==> src/rtl/fan_ctrl_pkg.sv <==
// Shared definitions for the fan speed sequencer: speed codes, FSM states,
// default timing parameters and the LED decode helper.
package fan_ctrl_pkg;

  localparam logic [1:0] SPEED_OFF  = 2'd0;
  localparam logic [1:0] SPEED_LOW  = 2'd1;
  localparam logic [1:0] SPEED_MID  = 2'd2;
  localparam logic [1:0] SPEED_HIGH = 2'd3;

  typedef enum logic [1:0] {
    S_OFF  = 2'd0,
    S_RAMP = 2'd1,
    S_RUN  = 2'd2
  } fan_state_e;

  localparam int DEF_RAMP_TICKS = 2;
  localparam int DEF_TIME_STEP  = 5;
  localparam int DEF_TIME_MAX   = 30;

  function automatic logic [3:0] level_onehot(input logic [1:0] lvl);
    level_onehot = 4'b0001 << lvl;
  endfunction

endpackage

==> src/rtl/fan_countdown_timer.sv <==
// Auto-off timer: preset adjust, remaining-units countdown and one-cycle expiry pulse.
// expire_now is the combinational expiry event so the speed FSM can act on the same edge.
module fan_countdown_timer
  import fan_ctrl_pkg::*;
#(
  parameter int TIME_STEP = DEF_TIME_STEP,
  parameter int TIME_MAX  = DEF_TIME_MAX
) (
  input  logic       clk,
  input  logic       rst,
  input  logic       btn_plus,
  input  logic       btn_minus,
  input  logic       btn_off,
  input  logic       timer_mode,
  input  logic       tick,
  input  logic       fan_on,
  output logic       expire_now,
  output logic [4:0] remaining,
  output logic       expired
);

  localparam logic [5:0] STEP  = 6'(TIME_STEP);
  localparam logic [5:0] LIMIT = 6'(TIME_MAX);

  logic [4:0] preset_r, preset_nx;
  logic [4:0] remaining_r, remaining_nx;
  logic       expired_r;
  logic       mode_prev_r;
  logic [5:0] sum_s;
  logic [4:0] up_val_s, dn_val_s;
  logic       plus_ok_s, minus_ok_s, mode_fall_s, dec_s;

  // Next preset/remaining; expiry outranks clear, clear outranks adjust, adjust outranks countdown
  always_comb begin
    plus_ok_s   = timer_mode & btn_plus & ~btn_minus;
    minus_ok_s  = timer_mode & btn_minus & ~btn_plus;
    sum_s       = {1'b0, preset_r} + STEP;
    up_val_s    = (sum_s > LIMIT) ? LIMIT[4:0] : sum_s[4:0];
    dn_val_s    = ({1'b0, preset_r} > STEP) ? (preset_r - STEP[4:0]) : 5'd0;
    mode_fall_s = mode_prev_r & ~timer_mode;
    dec_s       = tick & timer_mode & fan_on & (remaining_r != 5'd0);
    expire_now  = dec_s & (remaining_r == 5'd1);
    preset_nx    = preset_r;
    remaining_nx = remaining_r;
    if (expire_now) begin
      remaining_nx = 5'd0;
    end else if (mode_fall_s | btn_off) begin
      preset_nx    = 5'd0;
      remaining_nx = 5'd0;
    end else if (plus_ok_s) begin
      preset_nx    = up_val_s;
      remaining_nx = up_val_s;
    end else if (minus_ok_s) begin
      preset_nx    = dn_val_s;
      remaining_nx = dn_val_s;
    end else if (dec_s) begin
      remaining_nx = remaining_r - 5'd1;
    end else begin
      remaining_nx = remaining_r;
    end
  end

  // Timer state registers
  always_ff @(posedge clk or posedge rst) begin
    if (rst) begin
      preset_r    <= 5'd0;
      remaining_r <= 5'd0;
      expired_r   <= 1'b0;
      mode_prev_r <= 1'b0;
    end else begin
      preset_r    <= preset_nx;
      remaining_r <= remaining_nx;
      expired_r   <= expire_now;
      mode_prev_r <= timer_mode;
    end
  end

  assign remaining = remaining_r;
  assign expired   = expired_r;

endmodule

==> src/rtl/fan_speed_sequencer.sv <==
// Fan speed sequencer: button-driven target speed, tick-paced upward ramp of the
// applied PWM level, immediate step-down, and an optional auto-off timer.
module fan_speed_sequencer
  import fan_ctrl_pkg::*;
#(
  parameter int RAMP_TICKS = DEF_RAMP_TICKS,
  parameter int TIME_STEP  = DEF_TIME_STEP,
  parameter int TIME_MAX   = DEF_TIME_MAX
) (
  input  logic       i_clk,
  input  logic       i_reset,
  input  logic       i_btn_up,
  input  logic       i_btn_down,
  input  logic       i_btn_off,
  input  logic       i_btn_plus,
  input  logic       i_btn_minus,
  input  logic       i_timer_mode,
  input  logic       i_tick,
  output logic [1:0] o_target,
  output logic [1:0] o_pwm_sel,
  output logic [4:0] o_remaining,
  output logic       o_expired,
  output logic [3:0] o_led
);

  localparam int CW = (RAMP_TICKS > 2) ? $clog2(RAMP_TICKS) : 1;
  localparam logic [CW-1:0] CNT_LAST = CW'(RAMP_TICKS - 1);

  fan_state_e    state_r, state_nx;
  logic [1:0]    target_r, target_nx;
  logic [1:0]    pwm_r, pwm_nx, pwm_inc_s;
  logic [CW-1:0] cnt_r, cnt_nx;
  logic          expire_now_s;

  fan_countdown_timer #(
    .TIME_STEP (TIME_STEP),
    .TIME_MAX  (TIME_MAX)
  ) u_timer (
    .clk        (i_clk),
    .rst        (i_reset),
    .btn_plus   (i_btn_plus),
    .btn_minus  (i_btn_minus),
    .btn_off    (i_btn_off),
    .timer_mode (i_timer_mode),
    .tick       (i_tick),
    .fan_on     (target_r != SPEED_OFF),
    .expire_now (expire_now_s),
    .remaining  (o_remaining),
    .expired    (o_expired)
  );

  // Target update and speed FSM; the applied level follows the new target on the same edge
  always_comb begin
    target_nx = target_r;
    pwm_nx    = pwm_r;
    state_nx  = state_r;
    cnt_nx    = cnt_r;
    pwm_inc_s = pwm_r + 2'd1;

    if (expire_now_s | i_btn_off) begin
      target_nx = SPEED_OFF;
    end else if (i_btn_up & ~i_btn_down) begin
      target_nx = (target_r == SPEED_HIGH) ? SPEED_HIGH : (target_r + 2'd1);
    end else if (i_btn_down & ~i_btn_up) begin
      target_nx = (target_r == SPEED_OFF) ? SPEED_OFF : (target_r - 2'd1);
    end else begin
      target_nx = target_r;
    end

    if (target_nx < pwm_r) begin
      pwm_nx   = target_nx;
      cnt_nx   = '0;
      state_nx = (target_nx == SPEED_OFF) ? S_OFF : S_RUN;
    end else if (target_nx > pwm_r) begin
      // Already ramping: keep the tick count so a retargeted ramp is not restarted
      if (state_r != S_RAMP) begin
        state_nx = S_RAMP;
        cnt_nx   = '0;
      end else if (i_tick) begin
        if (cnt_r == CNT_LAST) begin
          pwm_nx   = pwm_inc_s;
          cnt_nx   = '0;
          state_nx = (pwm_inc_s == target_nx) ? S_RUN : S_RAMP;
        end else begin
          cnt_nx = cnt_r + CW'(1);
        end
      end else begin
        cnt_nx = cnt_r;
      end
    end else begin
      cnt_nx   = '0;
      state_nx = (pwm_r == SPEED_OFF) ? S_OFF : S_RUN;
    end
  end

  // Speed state registers
  always_ff @(posedge i_clk or posedge i_reset) begin
    if (i_reset) begin
      state_r  <= S_OFF;
      target_r <= SPEED_OFF;
      pwm_r    <= SPEED_OFF;
      cnt_r    <= '0;
    end else begin
      state_r  <= state_nx;
      target_r <= target_nx;
      pwm_r    <= pwm_nx;
      cnt_r    <= cnt_nx;
    end
  end

  assign o_target  = target_r;
  assign o_pwm_sel = pwm_r;
  assign o_led     = level_onehot(pwm_r);

endmodule

==> config.mk <==
export PLATFORM = sky130hd
export DESIGN_NAME = fan_speed_sequencer
export DESIGN_NICKNAME = d
export VERILOG_FILES = /design/src/rtl/fan_ctrl_pkg.sv /design/src/rtl/fan_countdown_timer.sv /design/src/rtl/fan_speed_sequencer.sv
export SDC_FILE = /design/constraint.sdc
export NUM_CORES = 1
export LEC_CHECK = 0
export ABC_AREA = 1
export CORE_MARGIN = 8
export CORE_UTILIZATION = 40
export CTS_CLUSTER_SIZE = 20
export DETAILED_ROUTE_END_ITERATION = 6
export HOLD_SLACK_MARGIN = 0.1
export PLACE_DENSITY = 0.73
export SLEW_MARGIN = 5
export SYNTH_ARGS = -nofsm -noshare
export SYNTH_HDL_FRONTEND = slang
export SYNTH_SLANG_ARGS = --single-unit
==> constraint.sdc <==
create_clock -name i_clk -period 4.22 [get_ports i_clk]
set_input_delay 0.633 -clock i_clk [delete_from_list [all_inputs] [get_ports i_clk]]
set_output_delay 0.633 -clock i_clk [all_outputs]
set_load 0.02 [all_outputs]
# --- Word-level counts from Yosys, hierarchy flattened ---
# Index checks and enable logic that the tools add are counted.
word_totals:
  reg_bits: 19
  inputBits: 9
  wordCells: 92
classes:
  add_sub_neg: 7
  magnitude_cmp: 4
  eq_ne: 7
  shift: 1
  n_mux: 33
  bitwise: 19
  reduce_logical: 13
ops:
  columns: ["op", "count"]
  rows:
  - ["5-bit two-way mux", 10]
  - ["2-bit two-way mux", 18]
  - ["1-bit AND", 11]
  - ["5-bit nonzero test", 2]
  - ["4-bit by 3-bit inequality test with 1-bit output (second input constant)", 2]
  - ["2-bit nonzero test", 4]
  - ["5-bit by 3-bit adder with 6-bit output (second input constant)", 1]
  - ["6-bit by 5-bit > comparator with 1-bit output (second input constant)", 1]
  - ["2-bit zero test", 3]
  - ["1-bit NOT", 6]
  - ["5-bit by 1-bit == test with 1-bit output (second input constant)", 1]
  - ["5-bit by 3-bit > comparator with 1-bit output (second input constant)", 1]
  - ["1-bit two-way mux", 5]
  - ["5-bit by 1-bit subtractor with 5-bit output (second input constant)", 1]
  - ["5-bit by 3-bit subtractor with 5-bit output (second input constant)", 1]
  - ["2-bit by 1-bit adder with 2-bit output (second input constant)", 2]
  - ["2-bit AND reduction", 2]
  - ["4-bit AND reduction", 1]
  - ["1-bit by 2-bit left shift with 4-bit output (first input constant)", 1]
  - ["3-bit nonzero test", 1]
  - ["2-bit == test", 1]
  - ["2-bit == test (second input constant)", 1]
  - ["2-bit > comparator", 1]
  - ["2-bit less-than comparator", 1]
  - ["5 further kinds", 6]

# --- Longest topological paths before layout ---
depth:
  depth_word: 13
  ltp_mapped: 17

# --- Cells and area by module ---
# A second synthesis with hierarchy kept.
unflattened:
  hier_cells: 235
  area_unflattened_um2: 1614.0
modules_own_cells:
  columns: ["module", "instances", "cells_per_inst", "area_per_inst_um2", "seq_area_each_um2"]
  rows:
  - ["fan_countdown_timer", 1, 170, 1117.3, 300.3]
  - ["fan_speed_sequencer", 1, 65, 496.7, 175.2]

# --- Least setup slack after synthesis ---
# No wires, ideal clock.
synth_timing:
  path_kind: "register -> register"
  startpoint: "reg u_timer.remaining_r[0] (netlist: u_timer.remaining[0])"
  endpoint: "reg pwm_r[1] (netlist: o_pwm_sel[1])"
  arrival_time_ps: 2141
  t_required_ps: 4104
  slack_ps: 1963
  path_stages_with_launch: 14
  path_cell_list: "dfrtp_1 inv_1 ha_1 inv_1 nor2_1 nand2_2 nand3_4 nand2_4 nor2_1 inv_2 ha_1 nand2_1 nand4_1 o311ai_0"
synth_between:
  elab_chain_cells: 8
  elab_cells_between_ends: 14
  classes_between: "2 x order compare; 2 x eq/ne; 2 x mux; 3 x bitwise; 5 x reduce/logical"
synth_rtl:
  columns: ["item", "line_no", "source"]
  rows:
  - ["from (decl)", "fan_countdown_timer.sv:26", "logic [4:0] remaining_r, remaining_nx;"]
  - ["from (signal assigned)", "fan_countdown_timer.sv:72", "remaining_r <= remaining_nx;"]
  - ["5-bit nonzero test", "fan_countdown_timer.sv:41", "dec_s = tick & timer_mode & fan_on & (remaining_r != 5'd0);"]
  - ["1-bit AND", "fan_countdown_timer.sv:41", null]
  - ["1-bit AND (*)", "fan_countdown_timer.sv:42", "expire_now = dec_s & (remaining_r == 5'd1);"]
  - ["1-bit OR (*)", "fan_speed_sequencer.sv:60", "if (expire_now_s | i_btn_off) begin"]
  - ["2-bit two-way mux (*)", "fan_speed_sequencer.sv:60", null]
  - ["named net target_nx[0]", "fan_speed_sequencer.sv:30", "logic [1:0] target_r, target_nx;"]
  - ["2-bit less-than comparator / 2-bit > comparator (equally long branches)", "fan_speed_sequencer.sv:70, fan_speed_sequencer.sv:74", null]
  - ["2-bit inequality test (no source line) / 2-bit nonzero test (equally long branches)", null, null]
  - ["4-bit AND reduction (no source line)", null, null]
  - ["to (signal assigned)", "fan_speed_sequencer.sv:106", "pwm_r <= pwm_nx;"]
  - ["to (decl)", "fan_speed_sequencer.sv:31", "logic [1:0] pwm_r, pwm_nx, pwm_inc_s;"]
# Mark *: on every way through the listed nets, which the timed path passes. The rest lies on a longest branch.
# A chain may end at the register's enable or synchronous reset.

# --- Worst setup path after layout ---
layout_timing:
  startpoint: "in i_timer_mode"
  endpoint: "reg state_r[1]"
layout_between:
  elab_chain_cells: 13
  elab_cells_between_ends: 20
  classes_between: "2 x order compare; 3 x eq/ne; 8 x mux; 5 x bitwise; 2 x reduce/logical"
layout_rtl:
  columns: ["item", "line_no", "source"]
  rows:
  - ["from (decl)", "fan_speed_sequencer.sv:17", "input logic i_timer_mode,"]
  - ["1-bit AND (*) (3 in a row)", "fan_countdown_timer.sv:41", null]
  - ["1-bit AND (*)", "fan_countdown_timer.sv:42", null]
  - ["1-bit OR (*)", "fan_speed_sequencer.sv:60", null]
  - ["2-bit two-way mux (*)", "fan_speed_sequencer.sv:60", null]
  - ["named net target_nx[1]", "fan_speed_sequencer.sv:30", null]
  - ["2-bit == test", "fan_speed_sequencer.sv:83", "state_nx = (pwm_inc_s == target_nx) ? S_RUN : S_RAMP;"]
  - ["2-bit two-way mux", "fan_speed_sequencer.sv:83", null]
  - ["2-bit two-way mux", "fan_speed_sequencer.sv:80", "if (cnt_r == CNT_LAST) begin"]
  - ["2-bit two-way mux", "fan_speed_sequencer.sv:79", "end else if (i_tick) begin"]
  - ["2-bit two-way mux", "fan_speed_sequencer.sv:76", "if (state_r != S_RAMP) begin"]
  - ["2-bit two-way mux", "fan_speed_sequencer.sv:74", "end else if (target_nx > pwm_r) begin"]
  - ["2-bit two-way mux", "fan_speed_sequencer.sv:70", "if (target_nx < pwm_r) begin"]
  - ["to (signal assigned)", "fan_speed_sequencer.sv:104", "state_r <= state_nx;"]
  - ["to (decl)", "fan_speed_sequencer.sv:29", "fan_state_e state_r, state_nx;"]
# Mark *: on every way through the listed nets, which the timed path passes. The rest lies on a longest branch. The select of a mux whose other input is x is not followed.

==> run summary <==
Antenna violations before repair: 0
GRT Total Usage: 11.8%
Remaining antenna violation count: 0
Post-synthesis mux area share: 0%
Global placement routability congestion: 0.898
Synth Net Count: 229
Outcome: completed
Commonest non-fill, non-tap cell in the layout: nand2_1
Clock Latency Late Sink: 0.26 ns
Final Skew: 0.00869 ns
Fin crit share: 59.0%
CP Class: primary input to flip-flop
CP startpoint: i_timer_mode
CTS buffer count: 3
Tightest Hold Check Type: flip-flop to flip-flop
Distinct cells, synth: 31
Share of cells above drive strength 1: 9.05%
Worst VDD drop: 0.000253 V
Top post-synthesis cells by area: dfrtp_1 (31%), nand2_1 (11%), ha_1 (11%)
# H-tree levels: 1
Setup violators final: 0
Hold Path Depth: 2
Tmin final: 2.49 ns
1st-iter DRT viols: 78
Clock Tree Buf Depth: 2
Power Dens Cells: 348 nW/µm²
Synth Instances: 207
R2R Path Start: u_timer.remaining[0]
Ys Warns: 0
Setup tns final: 0 ns
Initial core utilization: 41.8%
Adder-cell area share of the yosys netlist: 10.6%
Die Span Y: 78.1 µm
Vias: 1349
Synth top area share: 30.8%
Max cap viols: 0
CP Capture Type: flip-flop
Clk sinks: 19
# port buffers: 22
Register area share after synthesis: 30.8%
Max Transition Viols Final: 0
DR DRC count: 0
Worst-margin pin slew: 0.740 ns
Hold slack: 0.514 ns
Synth Area per Inst: 7.45 µm²
Largest fanout on the critical path: 5
Final Hold Violating Endpoints: 0
Post-Route WL: 3.36 mm
Post-CTS Setup Repair Bufs: 0
Static Leak: 0.912 nW
Nets: 255
Root Buffer: clkbuf_8
Hold-fix buffers, CTS: 0
Vias in the first global route: 1320
Worst R2R Setup Slack: 1.78 ns
P&R area growth vs syn: 20.4%
Commonest non-fill, non-tap cells in the layout: nand2_1 (46), inv_1 (39), clkdlybuf4s50_1 (22), dfrtp_1 (19), nand3_1 (14)
Die width: 78.1 µm
PnR Total Power: 0.645 mW
Compound-gate portion of the synthesized area: 14.9%
Yosys top cell by area: dfrtp_1
Antenna diode count: 0
Wire length per cell: 12.0 µm
R2R Path End: o_pwm_sel[1]
Largest net degree at the start of global routing: 20
RSZ-0062 raised after global routing: no
Row count: 22
Post-Synth XOR/XNOR Area: 3.41%
CP required: 4.35 ns
Post-cts sizing count: 0
Placed wire-length estimate: 2.76 mm
Core area: 3690 µm²
Simple-Gate Fraction of Synth Area: 29.4%
Setup crit end: state_r[1]
Clk slew on worst S/H paths: 0.07 ns
Startpoint types: primary input
DIE AREA: 6100 µm²
Main combinational cell family by area after synthesis: simple AND/OR/NAND/NOR gates
R2r worst-path depth: 13
Top Ports: 23
Critical Path AT: 2.63 ns
CTS tree: built
Drt first pass iters: 4
#FFs+latches synth: 19
Highest clock rate: 0.401 GHz
Filler cells: 377
First-pass GRT wire length: 6.05 mm
Slew Limit Headroom: 50.6%
Cell Area, Synth: 1540 µm²
Vias per cell: 4.82
Remaining Overflow, GRT: 0
## worst min-delay path by stage
stage / endpoint / start
2_1_floorplan: cnt_r / cnt_r
3_3_place_gp: u_timer.remaining[1] / u_timer.remaining[1]
3_5_place_dp: u_timer.remaining[1] / u_timer.remaining[1]
4_1_cts: u_timer.remaining[1] / u_timer.remaining[1]
5_1_grt: u_timer.remaining[1] / u_timer.remaining[1]
6_report: u_timer.remaining[1] / u_timer.remaining[1]
## flip-flops by register name, summed over array words and instances, names as in the netlist
| name | cells |
|---|---|
| u_timer.remaining | 5 |
| u_timer.expired | 1 |
| state_r | 2 |
| u_timer.preset_r | 5 |
| u_timer.mode_prev_r | 1 |
| o_pwm_sel | 2 |
| o_target | 2 |
| cnt_r | 1 |
## metal layers
metal	up-vias	wire length, µm	track usage, %
li1	712	-	-
met1	598	1530	15.0
met2	37	1600	19.1
met3	2	206	3.99
met4	0	17	2.22
met5	-	0	0
## power breakdown
part	internal (mW)	switching, mW	leakage, nW
clock	0.0671	0.0590	0.0228
sequential	0.207	0.0229	0.255
combinational	0.119	0.171	0.634
total	0.392	0.253	0.912
## metrics by stage
step | cells | setup slack, ns | utilization (%) | cell area [µm²]
finish | 280 | 1.73 | 50.3 | 1860
global route | 280 | 1.52 | 50.3 | 1860
CTS | 280 | 1.73 | 50.3 | 1860
detailed placement | 276 | 1.41 | 49.1 | 1810
global placement | 276 | 1.51 | 49.1 | 1810
floorplan | 207 | 1.96 | - | 1540
## critical path, stage by stage
cell             delay, ns
clkdlybuf4s50_1       0.57
nand2_2               0.09
nor2_4                0.17
nand3_4               0.13
nand2_4               0.10
nor2_4                0.05
ha_1                  0.29
a21o_1                0.17
nand2_1               0.08
inv_1                 0.07
o211ai_1              0.12
nand3_1               0.11
nand2_1               0.05
## cell type report
type                    instances  area [µm²]  share of cell area (%)
well taps                      48        60.1                    3.24
inverters                      42         158                    8.50
repair buffers                 22         220                    11.9
clock buffers                   4        45.0                    2.43
multi-input cells             145         897                    48.3
flip-flops and latches         19         475                    25.6
## kinds of logic (layout without fill, tap and decap cells)
logic type,after synthesis,in the layout
buffers and inverters,43,68
DFF,19,19
and+or+nand+nor,90,90
adders and majority gates,13,13
AOI/OAI and AO/OA,36,36
xor gates and xnor gates,6,6
## cell usage after synthesis
master,n
o22ai_1,4
nand2_1,46
a22oi_1,1
o21ai_1,1
xor2_1,4
nor2_4,4
o21ai_2,1
nand3_4,1
or2_2,1
nand3_2,2
a21oi_1,9
inv_1,39
dfrtp_1,19
o21bai_1,2
buf_6,1
o21ai_0,12
nand2_2,2
nor3_1,3
a31oi_1,1
a21o_1,1
o211ai_1,1
nand2_4,3
xnor2_1,2
clkinv_1,1
o311ai_0,1
nand3_1,14
ha_1,13
nor2_1,11
inv_2,2
a21oi_4,2
nand4_1,3
Power figures use the tool's default switching activity.
